===== src/rtl/fifo_to_axis.sv =====
// Drains a show-ahead FIFO into an AXI-Stream master through a 2-entry skid buffer,
// grouping beats into fixed-length bursts with tlast and a burst-complete pulse.
module fifo_to_axis #(
    parameter int DW        = 32,
    parameter int BURST_LEN = 16
) (
    input  logic          clk,
    input  logic          rst,
    input  logic          en,
    input  logic          fifo_empty,
    input  logic [DW-1:0] fifo_data,
    output logic          fifo_rd_en,
    output logic          m_tvalid,
    input  logic          m_tready,
    output logic [DW-1:0] m_tdata,
    output logic          m_tlast,
    output logic [7:0]    beat_cnt,
    output logic          burst_done
);

    typedef enum logic [1:0] {
        EMPTY = 2'd0,
        ONE   = 2'd1,
        TWO   = 2'd2
    } state_t;

    localparam logic [7:0] LAST_CNT = 8'(BURST_LEN - 1);

    state_t        state_q, state_d;
    logic [DW-1:0] head_q, head_d;
    logic [DW-1:0] tail_q, tail_d;
    logic [7:0]    beat_cnt_q, beat_cnt_d;
    logic          burst_done_q, burst_done_d;
    logic          push, pop;

    // A full buffer never reads, so push and pop in TWO cannot coincide.
    assign fifo_rd_en = en & ~fifo_empty & (state_q != TWO) & ~rst;
    assign push       = fifo_rd_en;
    assign pop        = m_tvalid & m_tready;

    assign m_tvalid   = (state_q != EMPTY);
    assign m_tdata    = head_q;
    assign m_tlast    = m_tvalid & (beat_cnt_q == LAST_CNT);
    assign beat_cnt   = beat_cnt_q;
    assign burst_done = burst_done_q;

    always_comb begin
        state_d      = state_q;
        head_d       = head_q;
        tail_d       = tail_q;
        beat_cnt_d   = beat_cnt_q;
        burst_done_d = 1'b0;

        case (state_q)
            EMPTY: begin
                if (push) begin
                    head_d  = fifo_data;
                    state_d = ONE;
                end
            end
            ONE: begin
                case ({push, pop})
                    2'b11: head_d = fifo_data;
                    2'b10: begin
                        tail_d  = fifo_data;
                        state_d = TWO;
                    end
                    2'b01: state_d = EMPTY;
                    default: ;
                endcase
            end
            TWO: begin
                if (pop) begin
                    head_d  = tail_q;
                    state_d = ONE;
                end
            end
            default: state_d = EMPTY;
        endcase

        if (pop) begin
            burst_done_d = m_tlast;
            beat_cnt_d   = (beat_cnt_q == LAST_CNT) ? 8'd0 : beat_cnt_q + 8'd1;
        end
    end

    always_ff @(posedge clk or posedge rst) begin
        if (rst) begin
            state_q      <= EMPTY;
            head_q       <= '0;
            tail_q       <= '0;
            beat_cnt_q   <= 8'd0;
            burst_done_q <= 1'b0;
        end else begin
            state_q      <= state_d;
            head_q       <= head_d;
            tail_q       <= tail_d;
            beat_cnt_q   <= beat_cnt_d;
            burst_done_q <= burst_done_d;
        end
    end

endmodule


===== config.mk =====
export PLATFORM = sky130hd
export DESIGN_NAME = fifo_to_axis
export DESIGN_NICKNAME = d
export VERILOG_FILES = /design/src/rtl/fifo_to_axis.sv
export SDC_FILE = /design/constraint.sdc
export NUM_CORES = 1
export LEC_CHECK = 0
export BUFFER_PORTS_ARGS = -buffer_cell sky130_fd_sc_hd__buf_2
export CAP_MARGIN = 20
export CORE_ASPECT_RATIO = 1.5
export CORE_UTILIZATION = 30
export CTS_CLUSTER_SIZE = 8
export DETAILED_ROUTE_END_ITERATION = 10
export GPL_ROUTABILITY_DRIVEN = 0
export REMOVE_ABC_BUFFERS = 1
export SLEW_MARGIN = 20
export SYNTH_ARGS = -nofsm -noshare
export SYNTH_HDL_FRONTEND = slang
export SYNTH_SLANG_ARGS = --single-unit

===== constraint.sdc =====
create_clock -name clk -period 5.09 [get_ports clk]
set_clock_uncertainty 0.1 [all_clocks]
set_input_delay 0.7635 -clock clk [delete_from_list [all_inputs] [get_ports clk]]
set_output_delay 0.7635 -clock clk [all_outputs]
set_load 0.02 [all_outputs]

# == Word-level counts from Yosys, hierarchy flattened ==
# Cells that the tools add are included.
# classes
n_addsub,1
n_eq_ne,11
mux,10
n_bitwise,7
reduce_logical,6
# op_table
cell,count
32-bit two-way mux,3
32-bit one-hot mux with 3 select lines,1
8-bit by 1-bit adder with 8-bit output (second input constant),1
8-bit by 4-bit equality test with 1-bit output (second input constant),1
8-bit two-way mux,1
2-bit equality test (second input constant),3
2-bit != test (second input constant),3
2-bit one-hot mux with 3 select lines,1
1-bit bitwise AND,5
2-bit by 1-bit equality test with 1-bit output (second input constant),2
2-bit two-way mux,2
2-bit one-hot mux with 2 select lines,1
4-bit AND reduction,1
3-bit by 2-bit != test with 1-bit output (second input constant),1
3-bit AND reduction,1
3-bit nonzero test,1
2-bit zero test,1
2-bit by 1-bit != test with 1-bit output (second input constant),1
1-bit NOT,2
2-bit AND reduction,1
2-bit nonzero test,1
1-bit two-way mux,1
# word_totals
register_bits,75
word_cells,40

# == Depth between registers and ports, before layout ==
# Gate-level depths: netlist (run 1).
# depth
word_depth,7
depth_mapped,5
depth_no_buf,3

# == Worst setup path before layout (run 1) ==
# Ideal clock, no wire load.
# synth_timing
kind,input to output
startpoint,input fifo_empty
endpoint,output fifo_rd_en
t_arrival_ps,1507
path_slack_ps,2719
path_stages,2
n_path_buf,0
cell_sequence,or3b_4 -> nor2b_1
# synth_via
elab_chain_cells,4
# synth_rtl
item,line_no,source
from (decl),10,"input logic fifo_empty,"
1-bit NOT,37,assign fifo_rd_en = en & ~fifo_empty & (state_q != TWO) & ~rst;
1-bit bitwise AND (3 in series),37,
to (decl),12,"output logic fifo_rd_en,"
# No other way between the ends.

# == Worst setup path after layout (run 1) ==
# layout_timing
startpoint,register state_q[1]
endpoint,output fifo_rd_en
# layout_via
elab_chain_cells,3
# layout_rtl
item,line_no,source
from (decl),29,"state_t state_q, state_d;"
from (signal assigned),95,state_q <= state_d;
2-bit != test,37,
1-bit bitwise AND (2 in series),37,
# No other way between the ends.

==> key figures, run 1 <==
Power
  • Cell area power density: 501 mW/mm^2
  • LEAKAGE: 2.08 nW
  • Peak VDD IR: 177 uV

Synth
  • Mapped Cells: between 200 and 250
  • Register area share after synthesis: 54.2%
  • Post-synth cell types: 33
  • Synthesized area: 0.00347 mm^2
  • Yosys warns: 0
  • Avg Inst Size Synth: 15.2 um^2
  • Post-synth EDFFs: 0
  • Yosys reg bits: between 70 and 80
  • Async S/R FF share, synth: 100%
  • Top FF cell, synth: dfrtp_1

Clock network
  • Hold buffers post-CTS: 0
  • CTS root buf: clkbuf_16
  • Skew-Pair Late Insertion Delay: 330 ps
  • CTS tree: built
  • CTS sink count: 75
  • CTS resizes: 0
  • Num CTS Buffers: 9
  • Worst-case clock buffer depth: 2
  • Setup bufs post-CTS: 0
  • Clock-pin slew on the worst setup and hold paths: 50 ps
  • H-tree lvl count: 3

Critical path
  • Critical Path AT: 1980 ps
  • Worst setup EP type: output port
  • Critical path, cell by cell: nand2b_2 -> nor2b_1 -> buf_2
  • Worst path required time: 4230 ps
  • Worst stage delay on the critical path: between 500 and 600 ps
  • Crit Path Category: reg -> out
  • Max Fanout on Critical Path: 34
  • Slowest cell on crit path: nand2b_2
  • R2r setup slk: roughly 2900 ps
  • CP Launch Type: register
  • Delay-heaviest family, CP: simple AND/OR/NAND/NOR gates
  • CP Buf/Inv Count: 1

STA
  • Period utilization: roughly 56%
  • Final worst setup slack: 2240 ps
  • Fin. max-slew vios: 0
  • Setup TNS: 0 ps
  • Worst-Margin Slew: approximately 930 ps
  • Hold Violations, Final: 0
  • Min Tclk post-route: 2850 ps
  • Slew Limit Headroom: 37.8%
  • RSZ-0062 raised after global routing: false
  • Setup violators final: 0
  • Achievable Freq: 0.351 GHz

Outcome
  • Status: finished, final reports clean

Final layout
  • Commonest non-fill, non-tap cell in the layout: buf_2
  • Diode count: 0
  • Nets: approximately 350
  • Util after Layout: a little under two fifths
  • Share of cells above drive strength 1: 63.4%
  • Fill cells: 1,070
  • Most frequent cells in the layout: buf_2, dfrtp_1, mux2_2, mux2_4
  • Synth-to-Final Area Change: 22.9%

Placed design
  • Pre-CTS WS: 2060 ps
  • Dpl hpwl: 4.57 mm
  • Port Buf Inserts: 80

Floorplan
  • Die Y: 134 um
  • Ports: 81
  • Core ar.: approximately 0.011 mm^2
  • Row cnt: 47
  • Die area: 0.0120 mm^2
  • Die width: 89.8 um
  • Starting Density: 31.2%

Routing
  • DRT Wirelength: 6.74 mm
  • Number of DRC markers in iteration 0: 51
  • DRC: 0
  • DRT antenna net count: 0
  • Via density: 4.51
  • Via count: 2,080
  • WL/cell: 14.6 um
  • DRT Pass-1 Iters: 3

Global routing
  • Antenna violations before repair: 0
  • Total gr overflow: 0
  • Gr usage total: around 13%
  • Pin count of the biggest net entering global routing: 45
  • Number of global-route vias before repair: between 2,000 and 2,500
  • Global-route wire length before repair: 11.6 mm

Run
  • Max Cap Viol: 0

Worst hold path
  • Hold WC Path Type: reg -> reg
## final timing paths
check | startpoint | cells past startpoint | endpoint
min in group asynchronous | rst | 2 | m_tdata[11]$_DFFE_PP0P_
max reg2reg | state_q[0]$_DFFE_PP0P_ | 4 | m_tdata[16]$_DFFE_PP0P_
max | state_q[1]$_DFFE_PP0P_ | 3 | fifo_rd_en
min reg2reg | m_tdata[30]$_DFFE_PP0P_ | 1 | m_tdata[30]$_DFFE_PP0P_
max in group asynchronous | rst | 3 | beat_cnt[1]$_DFFE_PP0P_
min | m_tdata[30]$_DFFE_PP0P_ | 1 | m_tdata[30]$_DFFE_PP0P_
## cells by family (layout without fill, tap and decap cells)
| family | after synthesis | after routing | share of synthesized area [%] |
|---|---|---|---|
| xor gates and xnor gates | 5 | 5 | 1.26 |
| muxes | 98 | 98 | 34.9 |
| AOI/OAI and AO/OA | 10 | 10 | 2.35 |
| buffers and inverters | 13 | 99 | 2.63 |
| and+or+nand+nor | 26 | 26 | 4.30 |
| DFF | 75 | 75 | 54.2 |
| adders and majority gates | 1 | 1 | 0.361 |
## synth_stat cells (2+ instances only)
master / number / area share (%)
dfrtp_1: 75 / 54
mux2_2: 68 / 22
mux2_4: 29 / 13
nand2_1: 9 / 0.97
xnor2_1: 5 / 1.3
buf_6: 4 / 1.3
clkbuf_1: 4 / 0.43
buf_4: 3 / 0.65
nand4_1: 3 / 0.54
and3_1: 2 / 0.36
nor2b_1: 2 / 0.36
o21a_1: 2 / 0.43
o21ai_0: 2 / 0.29
## through the flow
| step | hold WS [ps] | std cells | power (mW) | area (um^2) |
|---|---|---|---|---|
| 6_report | 399 | 461 | 2.14 | 4260 |
| 5_1_grt | 411 | 461 | 2.27 | 4260 |
| 4_1_cts | 403 | 461 | 2.17 | 4260 |
| 3_5_place_dp | 390 | 446 | 1.60 | 4000 |
| 3_3_place_gp | 383 | 446 | 1.58 | 4000 |
| 2_1_floorplan | 376 | 216 | 1.38 | 3380 |
## cell type report
class	count	area, um^2	area share (%)
clock buffer	12	246	5.79
clock inverter	3	15.0	0.353
inverter	1	3.75	0.0882
multi-input combinational	140	1510	35.4
sequential	75	1880	44.1
tap	147	184	4.32
timing repair buffer	83	423	9.93
## sequential cells by signal (all words and copies together), names as in the netlist
name	cells
burst_done	1
m_tdata	32
tail_q	32
state_q	2
beat_cnt	8
## layer usage
layer | track usage, % | share of wire (%) | up-vias
met2 | 22.1 | 53 | 44
li1 | - | - | 981
met1 | 13.9 | 41 | 1044
met3 | 2.74 | 3.7 | 11
met4 | 7.38 | 2.3 | 0
met5 | 0 | 0 | -
## power breakdown
part	internal (mW)	total [mW]	switching (mW)	leakage [nW]
logic	0.333	0.649	0.316	1.02
registers	0.804	0.925	0.122	0.934
clock network	0.338	0.561	0.223	0.132
No activity file was read; power rests on OpenSTA's default activity.
==> run 2, diff against run 1 <==
Settings changed: ABC_AREA set to 1.
Clock period 5.09 ns to 2.7 ns, I/O delays scaled along.
==> run 2 against run 1 <==
Against the previous run:
- total power increased by 67%
- routed wire length rose by 42%
- cell count increased by 52%
- clock power grew 91%
- flip-flop and latch count unchanged
- worst setup slack worse by 1700 ps
- area after synthesis increased by 4.0%
- worst hold slack got worse by 180 ps
- core utilization shrank 0.71 points
- highest routed layer unchanged
==> key figures, run 2 <==
Outcome
  • Status: finished, final reports clean (unchanged)

Final layout
  • Nets: 583 (was 348)
  • Most frequent cells in the layout: nand2_1, nand3_1, buf_2, dfrtp_1, inv_1 (was buf_2, dfrtp_1, mux2_2, mux2_4)
  • Commonest non-fill, non-tap cell in the layout: nand2_1 (was buf_2)
  • Share of cells above drive strength 1: 19.3% (was 63.4%)
  • Layout Cells excl Fill: 699 (was 461)
  • Synth-to-Final Area Change: 20.9% (was 22.9%)
  • Fill cells: 1,226 (was 1,070)
  • Fin area: 0.00436 mm^2 (was 0.00426 mm^2)
  • Diode count: 0 (unchanged)

Synth
  • Top post-synthesis cells by count: nand2_1, nand3_1, dfrtp_1 (was dfrtp_1, mux2_2, mux2_4)
  • Yosys top cell area share: 52.1% (was 54.2%)
  • Mapped Cells: 474 (was 228)
  • Dominant cell by count in the synthesized netlist: nand2_1 (was dfrtp_1)
  • Leading area contributor after synthesis: dfrtp_1 (unchanged)
  • Top FF cell, synth: dfrtp_1 (unchanged)
  • Yosys reg bits: 75 (unchanged)
  • Yosys warns: 0 (unchanged)
  • Synthesized area: 0.00360 mm^2 (was 0.00347 mm^2)
  • Post-synth EDFFs: 0 (unchanged)
  • Post-synth cell types: 20 (was 33)
  • Top post-synthesis cells by area: dfrtp_1, nand2_1, nand3_1, buf_2, inv_1 (was dfrtp_1, mux2_2, mux2_4, buf_6, xnor2_1)
  • Async S/R FF share, synth: 100% (unchanged)
  • Avg Inst Size Synth: 7.60 um^2 (was 15.2 um^2)
  • Register area share after synthesis: 52.1% (was 54.2%)

Floorplan
  • Die width: 91.5 um (was 89.8 um)
  • Core ar.: 0.0116 mm^2 (was 0.0111 mm^2)
  • Ports: 81 (unchanged)
  • Die area: 0.0125 mm^2 (was 0.0120 mm^2)
  • Starting Density: 31.1% (was 31.2%)
  • Die Y: 136 um (was 134 um)
  • Row cnt: 48 (was 47)

Clock network
  • Skew-Pair Late Insertion Delay: 330 ps (about the same)
  • Worst-case clock buffer depth: 2 (unchanged)
  • CTS resizes: 0 (unchanged)
  • CTS root buf: clkbuf_16 (unchanged)
  • Clock-pin slew on the worst setup and hold paths: 60 ps (was 50 ps)
  • H-tree lvl count: 3 (unchanged)
  • Hold buffers post-CTS: 0 (unchanged)
  • CTS sink count: 75 (unchanged)
  • Setup bufs post-CTS: 0 (unchanged)
  • CTS tree: built (unchanged)
  • Num CTS Buffers: 9 (unchanged)

Placed design
  • Dpl cells: 684 (was 446)
  • Port Buf Inserts: 80 (unchanged)
  • Dpl cell area: 0.00410 mm^2 (was 0.00400 mm^2)
  • Dpl hpwl: 6.14 mm (was 4.57 mm)

Critical path
  • Crit Path Category: reg -> out (unchanged)
  • Slowest cell on crit path: dfrtp_1 (was nand2b_2)
  • Delay-heaviest family, CP: flip-flops (was simple AND/OR/NAND/NOR gates)
  • Max Fanout on Critical Path: 14 (was 34)
  • CP Buf/Inv Count: 1 (unchanged)
  • CP Launch Type: register (unchanged)
  • Critical path, cell by cell: nor2_1 -> nor3_1 -> buf_2 (was nand2b_2 -> nor2b_1 -> buf_2)
  • Worst stage delay on the critical path: 670 ps (was 590 ps)
  • Worst path required time: 2190 ps (was 4230 ps)
  • Worst setup EP type: output port (unchanged)
  • Critical Path AT: 1600 ps (was 1980 ps)

Global routing
  • Gr usage total: 16.5% (was 12.6%)
  • Global-route wire length before repair: 16.1 mm (was 11.6 mm)
  • Total gr overflow: 0 (unchanged)
  • Pin count of the biggest net entering global routing: 76 (was 45)
  • Antenna violations before repair: 0 (unchanged)
  • Number of global-route vias before repair: 3,258 (was 2,270)

STA
  • Achievable Freq: 0.474 GHz
  • Fin. max-slew vios: 0 (unchanged)
  • Min Tclk post-route: between 2000 and 2500 ps
  • Worst-Margin Slew: 953 ps (was 933 ps)
  • Setup TNS: 0 ps (unchanged)
  • Period utilization: between 70% and 80%
  • Hold Violations, Final: 0 (unchanged)
  • Slew Limit Headroom: 36.5% (was 37.8%)
  • Setup violators final: 0 (unchanged)
  • RSZ-0062 raised after global routing: false (unchanged)

Routing
  • DRT Pass-1 Iters: 4 (was 3)
  • Via count: 3,319 (was 2,080)
  • DRT Wirelength: 9.55 mm (was 6.74 mm)
  • DRC: 0 (unchanged)
  • Number of DRC markers in iteration 0: 279 (was 51)
  • Via density: 4.75 (was 4.51)
  • DRT antenna net count: 0 (unchanged)
  • WL/cell: 13.7 um (was 14.6 um)

Power
  • Cell area power density: 817 mW/mm^2 (was 501 mW/mm^2)
  • LEAKAGE: 2.48 nW (was 2.08 nW)
  • Peak VDD IR: 300 uV (was 177 uV)

Worst hold path
  • Hold WC Path Type: in -> reg (was reg -> reg)

Run
  • Max Cap Viol: 0 (unchanged)
[run 2: cell count changes after synthesis, sizes merged, moves of 2 or more]
cell / before / now
and3: 2 / 0
xnor2: 5 / 1
nor2: 1 / 11
nand3: 0 / 104
nor2b: 2 / 0
nand2: 9 / 231
buf: 8 / 24
inv: 1 / 15
or3b: 2 / 0
mux2: 97 / 0
nand4: 3 / 1
[run 2: cells by family after synthesis]
kind of cell	share of synthesized area (%)
fa+ha+maj	0.347
buf+inv	6.15
compound gates	0.625
xor+xnor	0.243
simple gates	40.6
flops	52.1
[run 2: tightest hold or removal path: cells and delay by family]
family / cells / cell delay, ps
buf+inv: 1 / 90
simple gates: 2 / 130
[run 2: power by group]
part	switching, mW	total (mW)	internal, mW
clock network	0.433	1.07	0.641
registers	0.188	1.60	1.41
logic	0.595	0.890	0.295
total	1.22	3.56	2.35
[run 2: routing by layer]
metal  up-vias  wire [um]  GRT usage [%]
met5         -          0              0
met2        91       4770           27.3
met1      1571       4180           21.0
met3        10        482           3.47
li1       1647          -              -
met4         0        115           6.17
[run 2: final timing paths]
kind                                               from                 endpoint  slack, ps  cells after the start
worst max-delay path             state_q[1]$_DFFE_PP0P_                  m_tlast        590                      3
worst min-delay path                      fifo_data[30]   tail_q[30]$_DFFE_PP0P_        220                      3
worst max register to register   state_q[1]$_DFFE_PP0P_  beat_cnt[3]$_DFFE_PP0P_        670                      5
worst min register to register  m_tdata[14]$_DFFE_PP0P_  m_tdata[14]$_DFFE_PP0P_        360                      2
max in group asynchronous                           rst   m_tdata[1]$_DFFE_PP0P_       1590                      3
min in group asynchronous                           rst  m_tdata[23]$_DFFE_PP0P_        280                      3
[run 2: cell type report]
type | instances | area (um^2) | area share (%)
inverters | 15 | 57.6 | 1.32
clock buffers | 13 | 250 | 5.74
repair buffers | 89 | 468 | 10.7
flip-flops and latches | 75 | 1880 | 43.1
clock inverters | 2 | 12.5 | 0.287
multi-input cells | 355 | 1510 | 34.5
well taps | 150 | 188 | 4.31
[run 2: through the flow]
| step | hold slack (ps) | power (mW) | setup WS, ps | utilization [%] |
|---|---|---|---|---|
| after floorplan | 343 | 2.16 | -1080 | - |
| after global placement | 351 | 2.49 | 803 | 35.3 |
| after detailed placement | 353 | 2.51 | 718 | 35.3 |
| after CTS | 206 | 3.60 | 592 | 37.6 |
| after global routing | 222 | 3.80 | 468 | 37.6 |
| final | 222 | 3.56 | 592 | 37.6 |
==> run 3, diff against run 2 <==
Clock period 2.7 ns to 1.8 ns, I/O delays scaled along.
==> run 3 against run 2 <==
Against the previous run:
- total power rose by 57%
- final area rose by 3.6%
- first-iteration DRC count is 18% lower
- largest cell class unchanged
- via count up 3.6%
- largest power group unchanged
==> key figures, run 3 (synthesis gave the netlist of run 2 again) <==
Final layout
  • Fill cells: 1,205 (was 1,226)
  • Commonest non-fill, non-tap cell in the layout: nand2_1 (unchanged)
  • Nets: 596 (was 583)
  • Most frequent cells in the layout: nand2_1, nand3_1, buf_2, dfrtp_1, buf_4 (was nand2_1, nand3_1, buf_2, dfrtp_1, inv_1)
  • Diode count: 0 (unchanged)
  • Share of cells above drive strength 1: 21.7% (was 19.3%)
  • Synth-to-Final Area Change: 25.2% (was 20.9%)

Global routing
  • Gr usage total: 17.1% (was 16.5%)
  • Global-route wire length before repair: 16.6 mm (was 16.1 mm)
  • Met3 Use GR: 3.86% (was 3.47%)
  • GR peak layer: met2 (unchanged)
  • Routing usage on met1: 21.0% (about the same)
  • Antenna violations before repair: 0 (unchanged)
  • Met2 usage: 28.4% (was 27.3%)
  • Total gr overflow: 0 (unchanged)
  • Number of global-route vias before repair: 3,419 (was 3,258)
  • Pin count of the biggest net entering global routing: 76 (unchanged)

Worst hold path
  • Hold WC Path Type: in -> reg (unchanged)
  • WHS Path Cells: 3 (unchanged)
  • Hold path start: fifo_data[16] (was fifo_data[30])
  • Hold-critical path endpoint: tail_q[16]$_DFFE_PP0P_ (was tail_q[30]$_DFFE_PP0P_)

Floorplan
  • Ports: 81 (unchanged)
  • Die width: 91.5 um (unchanged)
  • Row cnt: 48 (unchanged)
  • Die area: 0.0125 mm^2 (unchanged)
  • Starting Density: 31.1% (unchanged)
  • Die Y: 136 um (unchanged)
  • Core ar.: 0.0116 mm^2 (unchanged)

STA
  • Worst-Margin Slew: 430 ps (was 953 ps)
  • Setup TNS: 0 ps (unchanged)
  • Hold Slack: 81.5 ps (was 222 ps)
  • Hold Violations, Final: 0 (unchanged)
  • Setup violators final: 0 (unchanged)
  • Achievable Freq: 0.582 GHz
  • RSZ-0062 raised after global routing: false (unchanged)
  • Slew Limit Headroom: 71.4% (was 36.5%)
  • Min Tclk post-route: 1720 ps
  • Fin. max-slew vios: 0 (unchanged)
  • Period utilization: approximately 95%
  • Final worst setup slack: 82.3 ps (was 592 ps)

Routing
  • WL/cell: 14.0 um (was 13.7 um)
  • DRT Wirelength: 9.96 mm (was 9.55 mm)
  • DRC: 0 (unchanged)
  • Via density: 4.82 (was 4.75)
  • Via count: 3,437 (was 3,319)
  • DRT antenna net count: 0 (unchanged)
  • DRT Pass-1 Iters: 5 (was 4)
  • Number of DRC markers in iteration 0: 230 (was 279)

Clock network
  • CTS root buf: clkbuf_16 (unchanged)
  • Skew-Pair Late Insertion Delay: 340 ps (was 330 ps)
  • Worst-case clock buffer depth: 2 (unchanged)
  • Clock-pin slew on the worst setup and hold paths: 50 ps (was 60 ps)
  • Num CTS Buffers: 9 (unchanged)
  • H-tree lvl count: 3 (unchanged)
  • CTS sink count: 75 (unchanged)
  • CTS tree: built (unchanged)

Placed design
  • Pre-CTS WS: 209 ps (was 718 ps)
  • Port Buf Inserts: 80 (unchanged)
  • Dpl hpwl: 6.46 mm (was 6.14 mm)

Critical path
  • Crit Path Category: reg -> out (unchanged)
  • Worst R2R Start: state_q[1]$_DFFE_PP0P_ (unchanged)
  • Critical Path AT: 1350 ps (was 1600 ps)
  • FF-to-FF path depth: 5 (unchanged)
  • Worst setup EP type: output port (unchanged)
  • CP Launch Type: register (unchanged)
  • R2r setup slk: 260 ps (was 670 ps)
  • R2r endpoint: m_tdata[3]$_DFFE_PP0P_ (was beat_cnt[3]$_DFFE_PP0P_)
  • Worst path required time: 1430 ps (was 2190 ps)
  • Max Fanout on Critical Path: 4 (was 14)

Power
  • Total power: 5.61 mW (was 3.56 mW)
  • Cell area power density: 1240 mW/mm^2 (was 817 mW/mm^2)
  • LEAKAGE: 2.56 nW (was 2.48 nW)
  • Peak VDD IR: 494 uV (was 300 uV)

Outcome
  • Status: finished, final reports clean (unchanged)

Run
  • Max Cap Viol: 0 (unchanged)
==> run 3: what timing repair did <==
action	CTS	global route
hold buffers	1	0
endpoints found under the setup margin	1	1
pin swaps	0	0
buffers inserted	2	1
gates resized for setup	2	3
endpoints found under the hold margin	75	0
==> run 3: cell type report <==
class	instances	area [um^2]	share of cell area (%)
sequential	75	1880	41.6
multi-input combinational	355	1520	33.6
timing repair buffer	102	583	12.9
clock buffer	14	254	5.63
tap	150	188	4.16
inverter	15	57.6	1.28
clock inverter	2	35.0	0.776
==> run 3: metrics by stage <==
stage / std cells / area (um^2) / utilization (%)
final: 713 / 4510 / 38.9
after global routing: 713 / 4510 / 38.9
after CTS: 712 / 4490 / 38.8
after detailed placement: 693 / 4180 / 36.0
after global placement: 693 / 4180 / 36.0
after floorplan: 445 / 3440 / -
==> run 3: power by group <==
part | leakage, nW | total, mW | switching [mW] | internal [mW]
Sequential | 0.954 | 2.38 | 0.267 | 2.12
Combinational | 1.46 | 1.44 | 0.936 | 0.506
Clock | 0.141 | 1.78 | 0.671 | 1.11
==> run 3: worst max-delay path: stages (launching register included) <==
cell and delay (ps):
dfrtp_1 360, ha_2 220, nand3_2 110, nor3_2 170
buf_4 160
==> run 3: worst max path at each step <==
stage                            startpoint                      to  slack [ps]  cells after the start
CTS                 beat_cnt[0]$_DFFE_PP0P_                 m_tlast           6                      4
global placement     state_q[1]$_DFFE_PP0P_  m_tdata[3]$_DFFE_PP0P_         250                      5
global route        beat_cnt[0]$_DFFE_PP0P_                 m_tlast           2                      4
finish              beat_cnt[1]$_DFFE_PP0P_                 m_tlast          80                      4
detailed placement   state_q[1]$_DFFE_PP0P_  m_tdata[3]$_DFFE_PP0P_         210                      5
floorplan                               rst  m_tdata[0]$_DFFE_PP0P_       -1850                      6
==> run 3: layer usage <==
metal | routed length [um] | vias up
met5 | 0 | -
met4 | 214 | 0
met1 | 4140 | 1640
met2 | 5070 | 112
li1 | - | 1672
met3 | 540 | 13
